--- src/rtl/timing_gen_pkg.sv ---
// Shared types and constants for the MCS-4 timing generator: subcycle and
// segment codes, default segment lengths, and the countdown width helper.
package mcs4_pkg;

    // Instruction-cycle subcycles, A1 first
    typedef enum logic [2:0] {
        SC_A1 = 3'd0,
        SC_A2 = 3'd1,
        SC_A3 = 3'd2,
        SC_M1 = 3'd3,
        SC_M2 = 3'd4,
        SC_X1 = 3'd5,
        SC_X2 = 3'd6,
        SC_X3 = 3'd7
    } subcycle_e;

    // Segments within one subcycle, in the order they occur
    typedef enum logic [1:0] {
        SEG_CLK1 = 2'd0,
        SEG_GAP1 = 2'd1,
        SEG_CLK2 = 2'd2,
        SEG_GAP2 = 2'd3
    } segment_e;

    localparam int T_CLK1_DEF  = 20;
    localparam int T_CLK2_DEF  = 20;
    localparam int T_GAP_DEF   = 14;
    localparam int SUBCYCLE_W  = 3;
    localparam int SEGMENT_W   = 2;
    localparam int NUM_SUBCYC  = 8;

    // Countdown width: must hold the largest segment length itself, so a
    // power-of-two length still fits (hence the +1).
    function automatic int cnt_width(input int a, input int b, input int c);
        int m;
        m = a;
        if (b > m) m = b;
        if (c > m) m = c;
        return (m < 1) ? 1 : $clog2(m + 1);
    endfunction

endpackage

--- src/rtl/timing_gen_if.sv ---
// Timing bus from the generator (master) to the scratchpad, decode and bus
// logic (slave): two-phase clocks, subcycle strobes, latch strobe and sync.
interface timing_gen_if;
    logic clk1;
    logic clk2;
    logic a12;
    logic a22;
    logic a32;
    logic m12;
    logic m22;
    logic x12;
    logic x22;
    logic x32;
    logic m12_m22_clk1_m11_m12;
    logic sync;

    modport master (
        output clk1, clk2, a12, a22, a32, m12, m22, x12, x22, x32,
        output m12_m22_clk1_m11_m12, sync
    );

    modport slave (
        input clk1, clk2, a12, a22, a32, m12, m22, x12, x22, x32,
        input m12_m22_clk1_m11_m12, sync
    );
endinterface

--- src/rtl/timing_gen_clk_phase.sv ---
// Segment sequencer for one subcycle (CLK1, GAP1, CLK2, GAP2) and the
// registered two-phase clock decode. Pulses subcycle_adv on the edge that
// leaves GAP2; 'hold' parks the sequencer at the end of GAP2.
module clk_phase
    import mcs4_pkg::*;
#(
    parameter int T_CLK1 = T_CLK1_DEF,
    parameter int T_CLK2 = T_CLK2_DEF,
    parameter int T_GAP  = T_GAP_DEF
) (
    input  logic clk,
    input  logic srst,
    input  logic hold,
    output logic clk1,
    output logic clk2,
    output logic clk1_rise,
    output logic clk2_rise,
    output logic subcycle_adv
);

    localparam int CNT_W = cnt_width(T_CLK1, T_CLK2, T_GAP);
    localparam logic [CNT_W-1:0] LD_CLK1 = CNT_W'(T_CLK1);
    localparam logic [CNT_W-1:0] LD_CLK2 = CNT_W'(T_CLK2);
    localparam logic [CNT_W-1:0] LD_GAP  = CNT_W'(T_GAP);
    localparam logic [CNT_W-1:0] ONE     = CNT_W'(1);

    segment_e         seg_q, seg_d;
    logic [CNT_W-1:0] cnt_q, cnt_d;
    logic             clk1_q, clk1_d;
    logic             clk2_q, clk2_d;

    // Next segment/countdown; clocks are a one-edge-late decode of the segment
    always_comb begin
        seg_d        = seg_q;
        cnt_d        = cnt_q - ONE;
        clk1_d       = (seg_q == SEG_CLK1);
        clk2_d       = (seg_q == SEG_CLK2);
        subcycle_adv = 1'b0;
        if (cnt_q == ONE) begin
            case (seg_q)
                SEG_CLK1: begin
                    seg_d = SEG_GAP1;
                    cnt_d = LD_GAP;
                end
                SEG_GAP1: begin
                    seg_d = SEG_CLK2;
                    cnt_d = LD_CLK2;
                end
                SEG_CLK2: begin
                    seg_d = SEG_GAP2;
                    cnt_d = LD_GAP;
                end
                default: begin
                    if (hold) begin
                        cnt_d = cnt_q;
                    end else begin
                        seg_d        = SEG_CLK1;
                        cnt_d        = LD_CLK1;
                        subcycle_adv = 1'b1;
                    end
                end
            endcase
        end
    end

    // Segment state and clock registers
    always_ff @(posedge clk) begin
        if (srst) begin
            seg_q  <= SEG_CLK1;
            cnt_q  <= LD_CLK1;
            clk1_q <= 1'b0;
            clk2_q <= 1'b0;
        end else begin
            seg_q  <= seg_d;
            cnt_q  <= cnt_d;
            clk1_q <= clk1_d;
            clk2_q <= clk2_d;
        end
    end

    assign clk1      = clk1_q;
    assign clk2      = clk2_q;
    // True on the edge where the registered clock goes high
    assign clk1_rise = (seg_q == SEG_CLK1) & ~clk1_q;
    assign clk2_rise = (seg_q == SEG_CLK2) & ~clk2_q;

endmodule

--- src/rtl/timing_gen.sv ---
// MCS-4 4004 timing generator: two-phase clocks, A1..X3 subcycle strobes,
// data-in latch strobe and sync. Optional macro TIMING_SINGLE_STEP_EN adds
// halt/step inputs that park the machine at the end of X3.
module timing_gen
    import mcs4_pkg::*;
#(
    parameter int T_CLK1 = T_CLK1_DEF,
    parameter int T_CLK2 = T_CLK2_DEF,
    parameter int T_GAP  = T_GAP_DEF
) (
    input  logic         sysclk,
    input  logic         poc,
`ifdef TIMING_SINGLE_STEP_EN
    input  logic         halt,
    input  logic         step,
`endif
    timing_gen_if.master tif
);

    logic      clk1, clk2, clk1_rise, clk2_rise, subcycle_adv, hold;
    subcycle_e sub_q, sub_d;
    logic [NUM_SUBCYC-1:0] strobe_q, strobe_d;
    logic      m11_q, m11_d;
    logic      sync_q, sync_d;

`ifdef TIMING_SINGLE_STEP_EN
    // Park at the X3 -> A1 boundary while halted; a step pulse lets one cycle go
    assign hold = halt & (sub_q == SC_X3) & ~step;
`else
    assign hold = 1'b0;
`endif

    clk_phase #(
        .T_CLK1 (T_CLK1),
        .T_CLK2 (T_CLK2),
        .T_GAP  (T_GAP)
    ) u_clk_phase (
        .clk          (sysclk),
        .srst         (poc),
        .hold         (hold),
        .clk1         (clk1),
        .clk2         (clk2),
        .clk1_rise    (clk1_rise),
        .clk2_rise    (clk2_rise),
        .subcycle_adv (subcycle_adv)
    );

    // Subcycle advance; strobes move on clk2 rise, m11/sync on clk1 rise
    always_comb begin
        sub_d    = sub_q;
        strobe_d = strobe_q;
        m11_d    = m11_q;
        sync_d   = sync_q;
        if (subcycle_adv) begin
            sub_d = subcycle_e'(sub_q + 3'd1);
        end
        if (clk2_rise) begin
            strobe_d = NUM_SUBCYC'(1) << sub_q;
        end
        if (clk1_rise) begin
            m11_d  = (sub_q == SC_M1);
            sync_d = (sub_q == SC_X3);
        end
    end

    // Subcycle counter and phase history
    always_ff @(posedge sysclk) begin
        if (poc) begin
            sub_q    <= SC_A1;
            strobe_q <= '0;
            m11_q    <= 1'b0;
            sync_q   <= 1'b0;
        end else begin
            sub_q    <= sub_d;
            strobe_q <= strobe_d;
            m11_q    <= m11_d;
            sync_q   <= sync_d;
        end
    end

    assign tif.clk1 = clk1;
    assign tif.clk2 = clk2;
    assign tif.a12  = strobe_q[SC_A1];
    assign tif.a22  = strobe_q[SC_A2];
    assign tif.a32  = strobe_q[SC_A3];
    assign tif.m12  = strobe_q[SC_M1];
    assign tif.m22  = strobe_q[SC_M2];
    assign tif.x12  = strobe_q[SC_X1];
    assign tif.x22  = strobe_q[SC_X2];
    assign tif.x32  = strobe_q[SC_X3];
    // Latch open across M12..M22, plus clk1 pulses outside the M11..M12 window
    assign tif.m12_m22_clk1_m11_m12 = strobe_q[SC_M1] | strobe_q[SC_M2]
                                    | (clk1 & ~(m11_q | strobe_q[SC_M1]));
    assign tif.sync = sync_q;

endmodule
--- src/flat_wrapper.sv ---
// flat-port wrapper written by rule: the top's interface ports become plain ports
module timing_gen_flat import mcs4_pkg::*;
#(
    parameter int T_CLK1 = T_CLK1_DEF,
    parameter int T_CLK2 = T_CLK2_DEF,
    parameter int T_GAP  = T_GAP_DEF
)
  (sysclk, poc, tif_clk1, tif_clk2, tif_a12, tif_a22, tif_a32, tif_m12, tif_m22, tif_x12, tif_x22, tif_x32, tif_m12_m22_clk1_m11_m12, tif_sync);
  timing_gen_if tif_i ();
  input  logic sysclk;
  input  logic poc;
  output wire logic [$bits(tif_i.clk1)-1:0] tif_clk1;
  output wire logic [$bits(tif_i.clk2)-1:0] tif_clk2;
  output wire logic [$bits(tif_i.a12)-1:0] tif_a12;
  output wire logic [$bits(tif_i.a22)-1:0] tif_a22;
  output wire logic [$bits(tif_i.a32)-1:0] tif_a32;
  output wire logic [$bits(tif_i.m12)-1:0] tif_m12;
  output wire logic [$bits(tif_i.m22)-1:0] tif_m22;
  output wire logic [$bits(tif_i.x12)-1:0] tif_x12;
  output wire logic [$bits(tif_i.x22)-1:0] tif_x22;
  output wire logic [$bits(tif_i.x32)-1:0] tif_x32;
  output wire logic [$bits(tif_i.m12_m22_clk1_m11_m12)-1:0] tif_m12_m22_clk1_m11_m12;
  output wire logic [$bits(tif_i.sync)-1:0] tif_sync;
  assign tif_clk1 = tif_i.clk1;
  assign tif_clk2 = tif_i.clk2;
  assign tif_a12 = tif_i.a12;
  assign tif_a22 = tif_i.a22;
  assign tif_a32 = tif_i.a32;
  assign tif_m12 = tif_i.m12;
  assign tif_m22 = tif_i.m22;
  assign tif_x12 = tif_i.x12;
  assign tif_x22 = tif_i.x22;
  assign tif_x32 = tif_i.x32;
  assign tif_m12_m22_clk1_m11_m12 = tif_i.m12_m22_clk1_m11_m12;
  assign tif_sync = tif_i.sync;
  timing_gen #(.T_CLK1(T_CLK1), .T_CLK2(T_CLK2), .T_GAP(T_GAP)) u_core (.sysclk(sysclk), .poc(poc), .tif(tif_i));
endmodule
--- config.mk ---
export PLATFORM = sky130hd
export DESIGN_NAME = timing_gen_flat
export DESIGN_NICKNAME = d
export VERILOG_FILES = /design/src/rtl/timing_gen_pkg.sv /design/src/rtl/timing_gen_if.sv /design/src/rtl/timing_gen_clk_phase.sv /design/src/rtl/timing_gen.sv /design/src/flat_wrapper.sv
export SDC_FILE = /design/constraint.sdc
export NUM_CORES = 1
export LEC_CHECK = 0
export BUFFER_PORTS_ARGS = -buffer_cell sky130_fd_sc_hd__buf_2
export CORE_AREA = 2 2 45 51
export CTS_CLUSTER_DIAMETER = 30
export DETAILED_ROUTE_END_ITERATION = 8
export DIE_AREA = 0 0 47 53
export GPL_TIMING_DRIVEN = 0
export PLACE_DENSITY = 0.8
export SYNTH_ARGS = -nofsm -noshare
export SYNTH_HDL_FRONTEND = slang
export SYNTH_SLANG_ARGS = --single-unit
export TNS_END_PERCENT = 20
--- constraint.sdc ---
create_clock -name sysclk -period 1.71 [get_ports sysclk]
set_input_delay 0.0855 -clock sysclk [delete_from_list [all_inputs] [get_ports sysclk]]
set_output_delay 0.0855 -clock sysclk [all_outputs]
set_load 0.005 [all_outputs]
==> results of run 1 <==
final cells by class:
type                       count  area (um2)  area share, %
buffer                         5       26.28          2.227
sequential                    22       440.4          37.33
clock buffer                   4       36.28          3.075
multi-input combinational     76       533.0          45.18
timing repair buffer          14       75.07          6.363
tap                           28       35.03          2.969
inverter                       9       33.78          2.863
power by group through the flow:
| stage | Clock (mW) | Combinational (mW) | Sequential (mW) |
|---|---|---|---|
| 2_1_floorplan | 0 | 0.0723 | 0.569 |
| 3_3_place_gp | 0 | 0.0852 | 0.572 |
| 3_5_place_dp | 0 | 0.0904 | 0.573 |
| 4_1_cts | 0.296 | 0.0924 | 0.562 |
| 5_1_grt | 0.322 | 0.103 | 0.566 |
| 6_report | 0.288 | 0.0911 | 0.562 |
critical path, delay by kind of cell, from the launching register on:
| family | cells | cell delay (ns) |
|---|---|---|
| buffers and inverters | 2 | 0.21 |
| adder cells (fa/ha/maj) | 1 | 0.23 |
| flip-flops | 1 | 0.34 |
| AND/OR/NAND/NOR | 2 | 0.58 |
cell usage after synthesis:
cell type	instances
inv_1	9
a311oi_2	1
nor2_1	5
or2_2	1
xor2_1	1
or3_2	1
clkbuf_1	2
nor2b_1	4
a21oi_1	13
mux2i_1	3
a21o_2	2
buf_6	1
ha_1	11
nand2_1	12
dfxtp_1	22
nor4b_4	1
or2b_2	1
nand3_1	9
buf_1	2
o21bai_1	1
nand2b_1	3
o21ai_0	1
a21boi_0	2
a211oi_1	1
o221a_2	1
nor3_1	1
a21oi_2	1
how the worst max path moves through the flow:
stage | depth (start not counted) | slack, ns | to
6_report | 5 | 0.24 | u_core.u_clk_phase.cnt_q[2]
2_1_floorplan | 5 | 0.33 | u_core.u_clk_phase.cnt_q[2]
3_3_place_gp | 5 | 0.29 | u_core.u_clk_phase.cnt_q[2]
5_1_grt | 6 | 0.13 | u_core.strobe_q[0]
3_5_place_dp | 5 | 0.25 | u_core.u_clk_phase.cnt_q[2]
4_1_cts | 5 | 0.24 | u_core.u_clk_phase.cnt_q[2]
state kept, by name (all words and copies together), names as in the netlist:
| register | count |
|---|---|
| u_core.strobe_q | 8 |
| u_core.u_clk_phase.seg_q | 2 |
| u_core.tif.sync | 1 |
| u_core.u_clk_phase.clk1 | 1 |
| u_core.u_clk_phase.cnt_q | 5 |
| u_core.m11_q | 1 |
| u_core.sub_q | 3 |
| u_core.u_clk_phase.clk2 | 1 |
cells by family after synthesis:
group	share of synthesized area (%)
compound gates	14.77
xor+xnor	0.8476
fa+ha+maj	13.32
buf+inv	5.811
flops	42.61
mux	2.906
simple gates	19.73
per-layer routing:
layer	vias up	share of wire (%)	global-route usage, %
met4	0	2.3	9.722
met2	12	49	28.54
met1	360	47	20.08
met3	5	2.4	3.072
met5	-	0	0
li1	406	-	-
repair_timing:
item                                   4_1_cts  5_1_grt
endpoints found under the hold margin        1        0
setup buffers                                0        0
setup endpoints to repair                    0        0
hold buffers                                 1        0
==> impl_metrics.csv, run 1 <==
group,metric,value,unit
sta,setup_tns,0,ns
power,swShare,24.32,%
finish,utilization,60.29,%
placed_design,place_inst,153,
floorplan,die_h,53,um
setup_path,worst-path-max-fanout,10,
global_routing,grt_max_degree,13,
power,p_comb_share,9.7,%
power,peakVddDrop,621.2,uV
synthesis,synth_cell_types,27,
worst_hold_path,hold_path_startpoint,"u_core.strobe_q[6]",
global_routing,grt_usage,17.19,%
setup_path,timing.rr.end,"u_core.u_clk_phase.cnt_q[2]",
cts,cts_buffers,3,
synthesis,synth_cells,112,
sta,setup_ws,0.2445,ns
routing,drtIter0Drc,8,
sta,timing.final.crit_share,85.70,%
sta,max_freq,682.4,MHz
placed_design,place_ws,0.2542,ns
finish,final_common_cell,"dfxtp_1",
setup_path,rrSetupSlack,0.24,ns
sta,worst_pin_slew,0.4566,ns
setup_path,r2r_cells,5,
floorplan,die_area,0.002491,mm2
floorplan,core-area,0.001957,mm2
setup_path,worstPathArrival,1.67,ns
routing,wl,1758,um
setup_path,worstSetupStartpoint,"u_core.u_clk_phase.cnt_q[1]",
synthesis,ys_seq_area_share,42.62,%
setup_path,crit_chain,"inv_1, ha_1, nor4b_4, buf_6, or3_2",
setup_path,slowest_delay,0.43,ns
power,p_int,0.7124,mW
floorplan,rows,17,
cts,clockRootBuffer,"clkbuf_4",
setup_path,start_kind,"flip-flop",
cts,clk_latency,0.31,ns
sta,fin_skew,0.002406,ns
setup_path,slowest_stage,"or3_2",
sta,max_slew_margin,69.56,%
global_routing,grt_remaining_overflow,0,
power,seqPwrFrac,59.7,%
routing,drc,0,
synthesis,ys_seq_elements,22,
routing,viasPerCell,4.956,
floorplan,die-width,47,um
placed_design,portBuffers,13,
power,p_leak,0.4889,nW
global_routing,grt_pass1_vias,705,
routing,ant_nets,0,
sta,timing.hold.ws,0.4571,ns
synthesis,synth_top_area_share,42.62,%
cts,cts_sinks,22,
cts,clkSlewWorstSetupHoldPaths,0.12,ns
power,p_sw,0.2289,mW
setup_path,r2r_start,"u_core.u_clk_phase.cnt_q[1]",
global_routing,antenna_found_initial,0,
worst_hold_path,min_to,"u_core.strobe_q[6]",
finish,nNetsFinal,144,
finish,fin_area,0.001180,mm2
synthesis,syn_area_per_cell,9.228,um2
cts,cts_resized,0,
routing,dr.pass1.iters,2,
placed_design,gp_congestion,0.7518,
power,clock_power_share,30.6,%
cts,clockBufferDepth,2,
finish,final_cells,158,
sta,rsz0062_at_grt,"no",
power,p_per_area,797.8,mW/mm2
synthesis,ys_warn_count,0,
sta,hold_viol,0,
finish,diodes,0,
floorplan,initial_core_util,52.81,%
run,maxCapViolations,0,
placed_design,placed_area,0.001134,mm2
power,total_power,0.9413,mW
sta,setup_viol,0,
sta,slew_violations,0,
setup_path,path_class,"reg2reg",
setup_path,crit_path_end_kind,"flip-flop",
finish,layout_common_cells,"dfxtp_1, a21oi_1, buf_2",
cts,htreeDepth,1,
sta,fin_crit,1.465,ns
synthesis,syn-cell-area,0.001033,mm2
synthesis,netlist_top_cells_area,"dfxtp_1, ha_1, a21oi_1",
routing,wl_per_cell,11.13,um
setup_path,cp.required,1.91,ns
placed_design,place_hpwl,1295,um
synthesis,synth_area_leader_cell,"dfxtp_1",
cts,cts_tree,"done",
worst_hold_path,hold_path_class,"reg2reg",
synthesis,syn-num-nets,125,
floorplan,io_pins,14,
global_routing,grt_pass1_wl,2967,um
finish,nFillCells,181,
worst_hold_path,hold_depth,2,
finish,drive_gt1_share,20.77,%
status,status,"complete, no violations",
finish,area_growth,14.16,%
routing,num_vias,783,
Note: power is estimated with default switching activity, not from simulation.
==> run 2: changes to the inputs <==
BUFFER_PORTS_ARGS = -buffer_cell sky130_fd_sc_hd__buf_4   (was -buffer_cell sky130_fd_sc_hd__buf_2)
REMOVE_ABC_BUFFERS = 1   (was unset)
clock period = 1.45 ns   (was 1.71 ns; I/O delays follow)
==> run 2 against run 1 <==
  * Sequential share of layout area down 0.80 points
  * Non-clock buffer count down 4
  * Total power is 19% higher
  * Critical path type unchanged
  * Critical endpoint unchanged
  * Sequential power grew 19%
==> impl_metrics.csv, run 2 (same netlist as run 1, synthesis figures left out) <==
group,metric,value,unit
routing,met2_length,877,um
floorplan,io_pins,14,
finish,regMostFlops,"u_core.strobe_q",
setup_path,worstSetupStartpoint,"u_core.u_clk_phase.cnt_q[1]",
global_routing,grt_pass1_vias,718,
routing,top_layer,"met4",
floorplan,die_area,0.002491,mm2
cts,clockRootBuffer,"clkbuf_4",
placed_design,placed_area,0.001140,mm2
floorplan,initial_core_util,52.81,%
placed_design,place_inst,148,
worst_hold_path,hold_path_class,"in2reg",
finish,final_common_cell,"dfxtp_1",
sta,timing.final.crit_share,97.20,%
setup_path,r2r_start,"u_core.u_clk_phase.cnt_q[1]",
sta,setup_viol,0,
cts,htreeDepth,1,
routing,viasPerCell,5.032,
finish,multi_input_area,548.0,um2
finish,diodes,0,
status,status,"complete, no violations",
cts,cts_sinks,22,
finish,largestRegisters,"u_core.strobe_q (8), u_core.u_clk_phase.cnt_q (5), u_core.sub_q (3)",
finish,largest_reg_flops,8,
setup_path,crit_path_end_kind,"flip-flop",
placed_design,gp_congestion,0.7778,
finish,layout_common_cells,"dfxtp_1, buf_4, a21oi_1",
cts,clkSlewWorstSetupHoldPaths,0.12,ns
setup_path,start_kind,"flip-flop",
power,total_power,1.117,mW
routing,wl,1790,um
run,maxCapViolations,0,
sta,fin_crit,1.409,ns
routing,dr.pass1.iters,4,
floorplan,core-area,0.001957,mm2
finish,area_growth,17.31,%
cts,clk_latency,0.31,ns
sta,rsz0062_at_grt,"no",
global_routing,antenna_found_initial,0,
power,peakVddDrop,899.2,uV
global_routing,grt_pass1_wl,2960,um
cts,clockBufferDepth,2,
routing,drtIter0Drc,5,
placed_design,place_ws,-0.2783,ns
finish,fin_area,0.001212,mm2
routing,wl_per_cell,11.62,um
power,p_leak,0.4866,nW
setup_path,slowest_delay,0.45,ns
sta,fin_skew,0.005737,ns
placed_design,portBuffers,13,
setup_path,crit_chain,"inv_2, ha_4, nor4b_4, buf_4, or3_2",
setup_path,slowest_stage,"or3_2",
sta,timing.hold.ws,0.07232,ns
placed_design,place_hpwl,1251,um
floorplan,rows,17,
global_routing,grt_remaining_overflow,0,
worst_hold_path,hold_path_startpoint,"poc",
routing,wl_met1,773,um
sta,slew_violations,0,
finish,drive_gt1_share,26.19,%
routing,met3WireLength,73,um
cts,cts_tree,"done",
sta,max_freq,709.6,MHz
global_routing,grt_usage,17.02,%
routing,num_vias,775,
setup_path,worst-path-max-fanout,4,
sta,hold_viol,0,
cts,hold_buffers,0,
cts,cts_buffers,3,
routing,ant_nets,0,
sta,worst_pin_slew,0.2912,ns
finish,nNetsFinal,140,
floorplan,die-width,47,um
sta,max_slew_margin,80.50,%
finish,nFillCells,176,
power,p_per_area,921.3,mW/mm2
setup_path,worstPathArrival,1.60,ns
sta,setup_ws,0.04067,ns
setup_path,path_class,"reg2reg",
sta,setup_tns,0,ns
global_routing,grt_max_degree,21,
finish,utilization,61.96,%
floorplan,die_h,53,um
finish,final_cells,154,
setup_path,cp.required,1.64,ns
finish,regArea,442.9,um2
routing,drc,0,
[run 2: cell count changes in the layout (fill, tap and decap cells not counted), moves of 2 or more]
cell,previous run,this run
dfxtp_1,22,20
dfxtp_2,0,2
clkbuf_1,2,0
buf_4,0,14
buf_2,13,0
buf_1,2,0
[run 2: path summary, 6_finish.rpt]
check,to,slack (ns),depth (start not counted)
setup / recovery,u_core.u_clk_phase.cnt_q[2],0.04,5
hold reg to reg,u_core.strobe_q[1],0.46,2
hold / removal,u_core.sub_q[2],0.07,2
setup reg to reg,u_core.u_clk_phase.cnt_q[2],0.04,5
[run 2: layer usage]
layer / global-route usage [%] / vias to the layer above
li1: - / 402
met2: 29.22 / 19
met5: 0 / -
met3: 2.048 / 9
met1: 18.95 / 345
met4: 11.11 / 0
[run 2: area by class of cell]
type,count,share of cell area (%)
repair buffers,15,9.598
multi-input cells,76,45.20
well taps,28,2.890
flip-flops and latches,22,36.53
clock buffers,4,2.993
inverters,9,2.786
[run 2: repair_timing]
item                                    4_1_cts  5_1_grt
setup buffers                                 2        0
gates resized for setup                       3        4
endpoints found under the setup margin       10        5
[run 2: power by group]
group / total, mW / internal, mW / switching (mW)
registers: 0.668 / 0.631 / 0.0363
clock network: 0.334 / 0.153 / 0.181
logic: 0.115 / 0.0604 / 0.0547
[run 2: critical path: cells and delay by family (launching register included)]
family / cells / cell delay (ns)
adders and majority gates: 1 / 0.17
DFF: 1 / 0.34
buffers and inverters: 2 / 0.20
and+or+nand+nor: 2 / 0.59
==> run 3: changes to the inputs <==
ABC_AREA = 1   (was unset)
CORE_AREA = 2 2 46 53   (was 2 2 45 51)
DIE_AREA = 0 0 48 55   (was 0 0 47 53)
PLACE_DENSITY = 0.82   (was 0.8)
SYNTH_HIERARCHICAL = 1   (was unset)
==> run 3 against run 2 <==
  * Worst setup slack improved by 0.049 ns
  * Utilization decreased by 0.73 points
  * Register-to-register slack improved by 0.05 ns
  * Sequential cell count unchanged
  * Synthesized cell count increased by 30%
==> impl_metrics.csv, run 3 <==
group,metric,value,unit
status,status,"complete, no violations",
routing,drc,0,
setup_path,crit_end,"u_core/sub_q[2]",
routing,dr.pass1.iters,4,
global_routing,grt_pass1_vias,861,
setup_path,worstSetupStartpoint,"u_core/u_clk_phase/cnt_q[1]",
routing,num_vias,925,
synthesis,async_flop_share,0,%
global_routing,grt_pass1_wl,3208,um
synthesis,syn-cell-area,0.001136,mm2
routing,wl,1928,um
setup_path,crit_buf_inv,2,
finish,drive_gt1_share,25.47,%
setup_path,crit_family,"simple AND/OR/NAND/NOR gates",
routing,viasPerCell,4.843,
floorplan,die_area,0.002640,mm2
placed_design,gp_congestion,0.8787,
global_routing,antenna_found_initial,0,
run,maxCapViolations,0,
synthesis,synth_top_area_share,38.77,%
finish,largestRegisters,"u_core/strobe_q (8), u_core/u_clk_phase/cnt_q (5), u_core/sub_q (3)",
synthesis,synth_cells,146,
floorplan,die-width,48,um
routing,drtIter0Drc,12,
setup_path,r2r_cells,8,
worst_hold_path,hold_path_class,"in2reg",
sta,max_freq,735.2,MHz
synthesis,synthTopCellsByCount,"nand2_1, dfxtp_1, inv_1, ha_1, nor2_1",
finish,regArea,441.7,um2
setup_path,crit_path_end_kind,"flip-flop",
cts,clk_latency,0.30,ns
synthesis,synthSimpleGateAreaFrac,28.96,%
finish,layout_common_cells,"nand2_1, dfxtp_1, inv_1",
finish,largest_reg_flops,8,
setup_path,crit_chain,"inv_1, ha_1, inv_2, nor2_2, nand2_2, nor2_4, nand2_1, nor3b_2",
sta,fin_skew,0.002655,ns
routing,ant_nets,0,
finish,multi_input_area,620.6,um2
synthesis,synth_most_common_cell,"nand2_1",
sta,timing.final.crit_share,93.80,%
power,p_per_area,832.7,mW/mm2
floorplan,rows,18,
global_routing,grt_usage,17.19,%
sta,slew_violations,0,
finish,diodes,0,
cts,htreeDepth,1,
setup_path,rrSetupSlack,0.09,ns
cts,clockBufferDepth,2,
synthesis,ys_seq_elements,22,
synthesis,synth_ff_type,"dfxtp_1",
cts,cts_tree,"done",
synthesis,synth_area_leader_cell,"dfxtp_1",
synthesis,yosys.area_share.adder,13.22,%
setup_path,timing.rr.end,"u_core/sub_q[2]",
setup_path,slowest_stage,"dfxtp_1",
routing,wl_per_cell,10.09,um
synthesis,ys_warn_count,6,
cts,cts_buffers,3,
cts,hold_buffers,0,
global_routing,grt_remaining_overflow,0,
synthesis,synth_compound_area_share,10.35,%
setup_path,worstPathArrival,1.57,ns
synthesis,synth_edf_count,0,
floorplan,initial_core_util,53.10,%
sta,setup_viol,0,
finish,area_growth,15.31,%
sta,fin_crit,1.360,ns
setup_path,worst-path-max-fanout,5,
sta,rsz0062_at_grt,"yes",
finish,utilization,61.23,%
finish,final_common_cell,"nand2_1",
setup_path,r2r_start,"u_core/u_clk_phase/cnt_q[1]",
setup_path,crit_cells,8,
cts,post_cts.repair.setup_buffers,0,
setup_path,path_class,"reg2reg",
placed_design,place_inst,187,
power,peakVddDrop,592.3,uV
floorplan,core-area,0.002140,mm2
cts,cts_sinks,22,
power,p_leak,0.5640,nW
setup_path,start_kind,"flip-flop",
setup_path,slowest_delay,0.35,ns
synthesis,syn_area_per_cell,7.781,um2
finish,regMostFlops,"u_core/strobe_q",
synthesis,ys_seq_area_share,38.77,%
synthesis,netlist_top_cells_area,"dfxtp_1, ha_1, nand2_1",
placed_design,place_hpwl,1524,um
synthesis,synth_cell_types,21,
cts,clkSlewWorstSetupHoldPaths,0.11,ns
synthesis,synth_xor_area_share,0,%
finish,nFillCells,187,
placed_design,portBuffers,13,
finish,final_cells,191,
floorplan,die_h,55,um
floorplan,io_pins,14,
finish,nNetsFinal,176,
sta,hold_viol,0,
setup_path,cp.required,1.66,ns
synthesis,synth_top_family_by_area,"simple AND/OR/NAND/NOR gates",
power,total_power,1.091,mW
global_routing,grt_max_degree,20,
cts,clockRootBuffer,"clkbuf_4",
synthesis,muxShareOfSynthArea,0,%
==> run 3: cell types whose count changed in the layout (fill, tap and decap cells not counted), moves of 4 or more <==
cell | previous run | this run
inv_1 | 8 | 14
a21oi_2 | 1 | 6
nand2_1 | 12 | 38
nor2_1 | 5 | 9
nand2_2 | 0 | 4
==> run 3: worst register-to-register path, cell delays in order (launching register included) <==
cell and delay (ns):
dfxtp_1 0.35, inv_1 0.09, ha_1 0.20, inv_2 0.05, nor2_2 0.11, nand2_2 0.11
nor2_4 0.15, nand2_1 0.06, nor3b_2 0.14
==> run 3: layer usage <==
layer / routed length (um) / track usage [%]
met5: 0 / 0
met4: 40 / 10.81
met3: 38 / 2.922
met2: 1015 / 30.00
met1: 833 / 18.67
==> run 3: power by group <==
group	total [mW]	switching, mW	internal [mW]
Sequential	0.640	0.0168	0.623
Clock	0.329	0.176	0.153
Combinational	0.122	0.0769	0.0449
==> run 3: how the worst min path moves through the flow <==
stage	start	to	slack, ns	cells after the start
after floorplan	poc	u_core/strobe_q[0]	0.13	1
after global placement	poc	u_core/strobe_q[4]	0.40	2
after detailed placement	poc	u_core/strobe_q[2]	0.40	2
after CTS	poc	u_core/strobe_q[1]	0.06	2
after global routing	poc	u_core/strobe_q[4]	0.07	2
final	poc	u_core/strobe_q[1]	0.07	2
==> run 3: layout make-up <==
class,count,share of cell area (%)
clock buffer,4,2.770
multi-input combinational,103,47.37
timing repair buffer,13,7.450
tap,30,2.865
inverter,19,5.826
sequential,22,33.72
==> run 3: kinds of logic (layout without fill, tap and decap cells) <==
family,after synthesis,count (layout)
AO/OA/AOI/OAI,19,19
adder cells (fa/ha/maj),12,12
buffers and inverters,21,36
flip-flops,22,22
other,1,1
AND/OR/NAND/NOR,71,71
==> run 3: stage by stage <==
| step | TNS, ns | instance area [um2] | setup slack [ns] | hold WS (ns) |
|---|---|---|---|---|
| floorplan | 0 | 1117 | 0.04213 | 0.1349 |
| global placement | -0.8263 | 1252 | -0.1080 | 0.3974 |
| detailed placement | -1.241 | 1252 | -0.1488 | 0.4028 |
| CTS | 0 | 1294 | 0.02934 | 0.05996 |
| global route | -0.04787 | 1310 | -0.02587 | 0.07431 |
| finish | 0 | 1310 | 0.08984 | 0.06673 |
==> run 3: what timing repair did <==
action / CTS / global route
resized for setup: 2 / 5
pin swaps: 0 / 0
setup endpoints to repair: 11 / 14
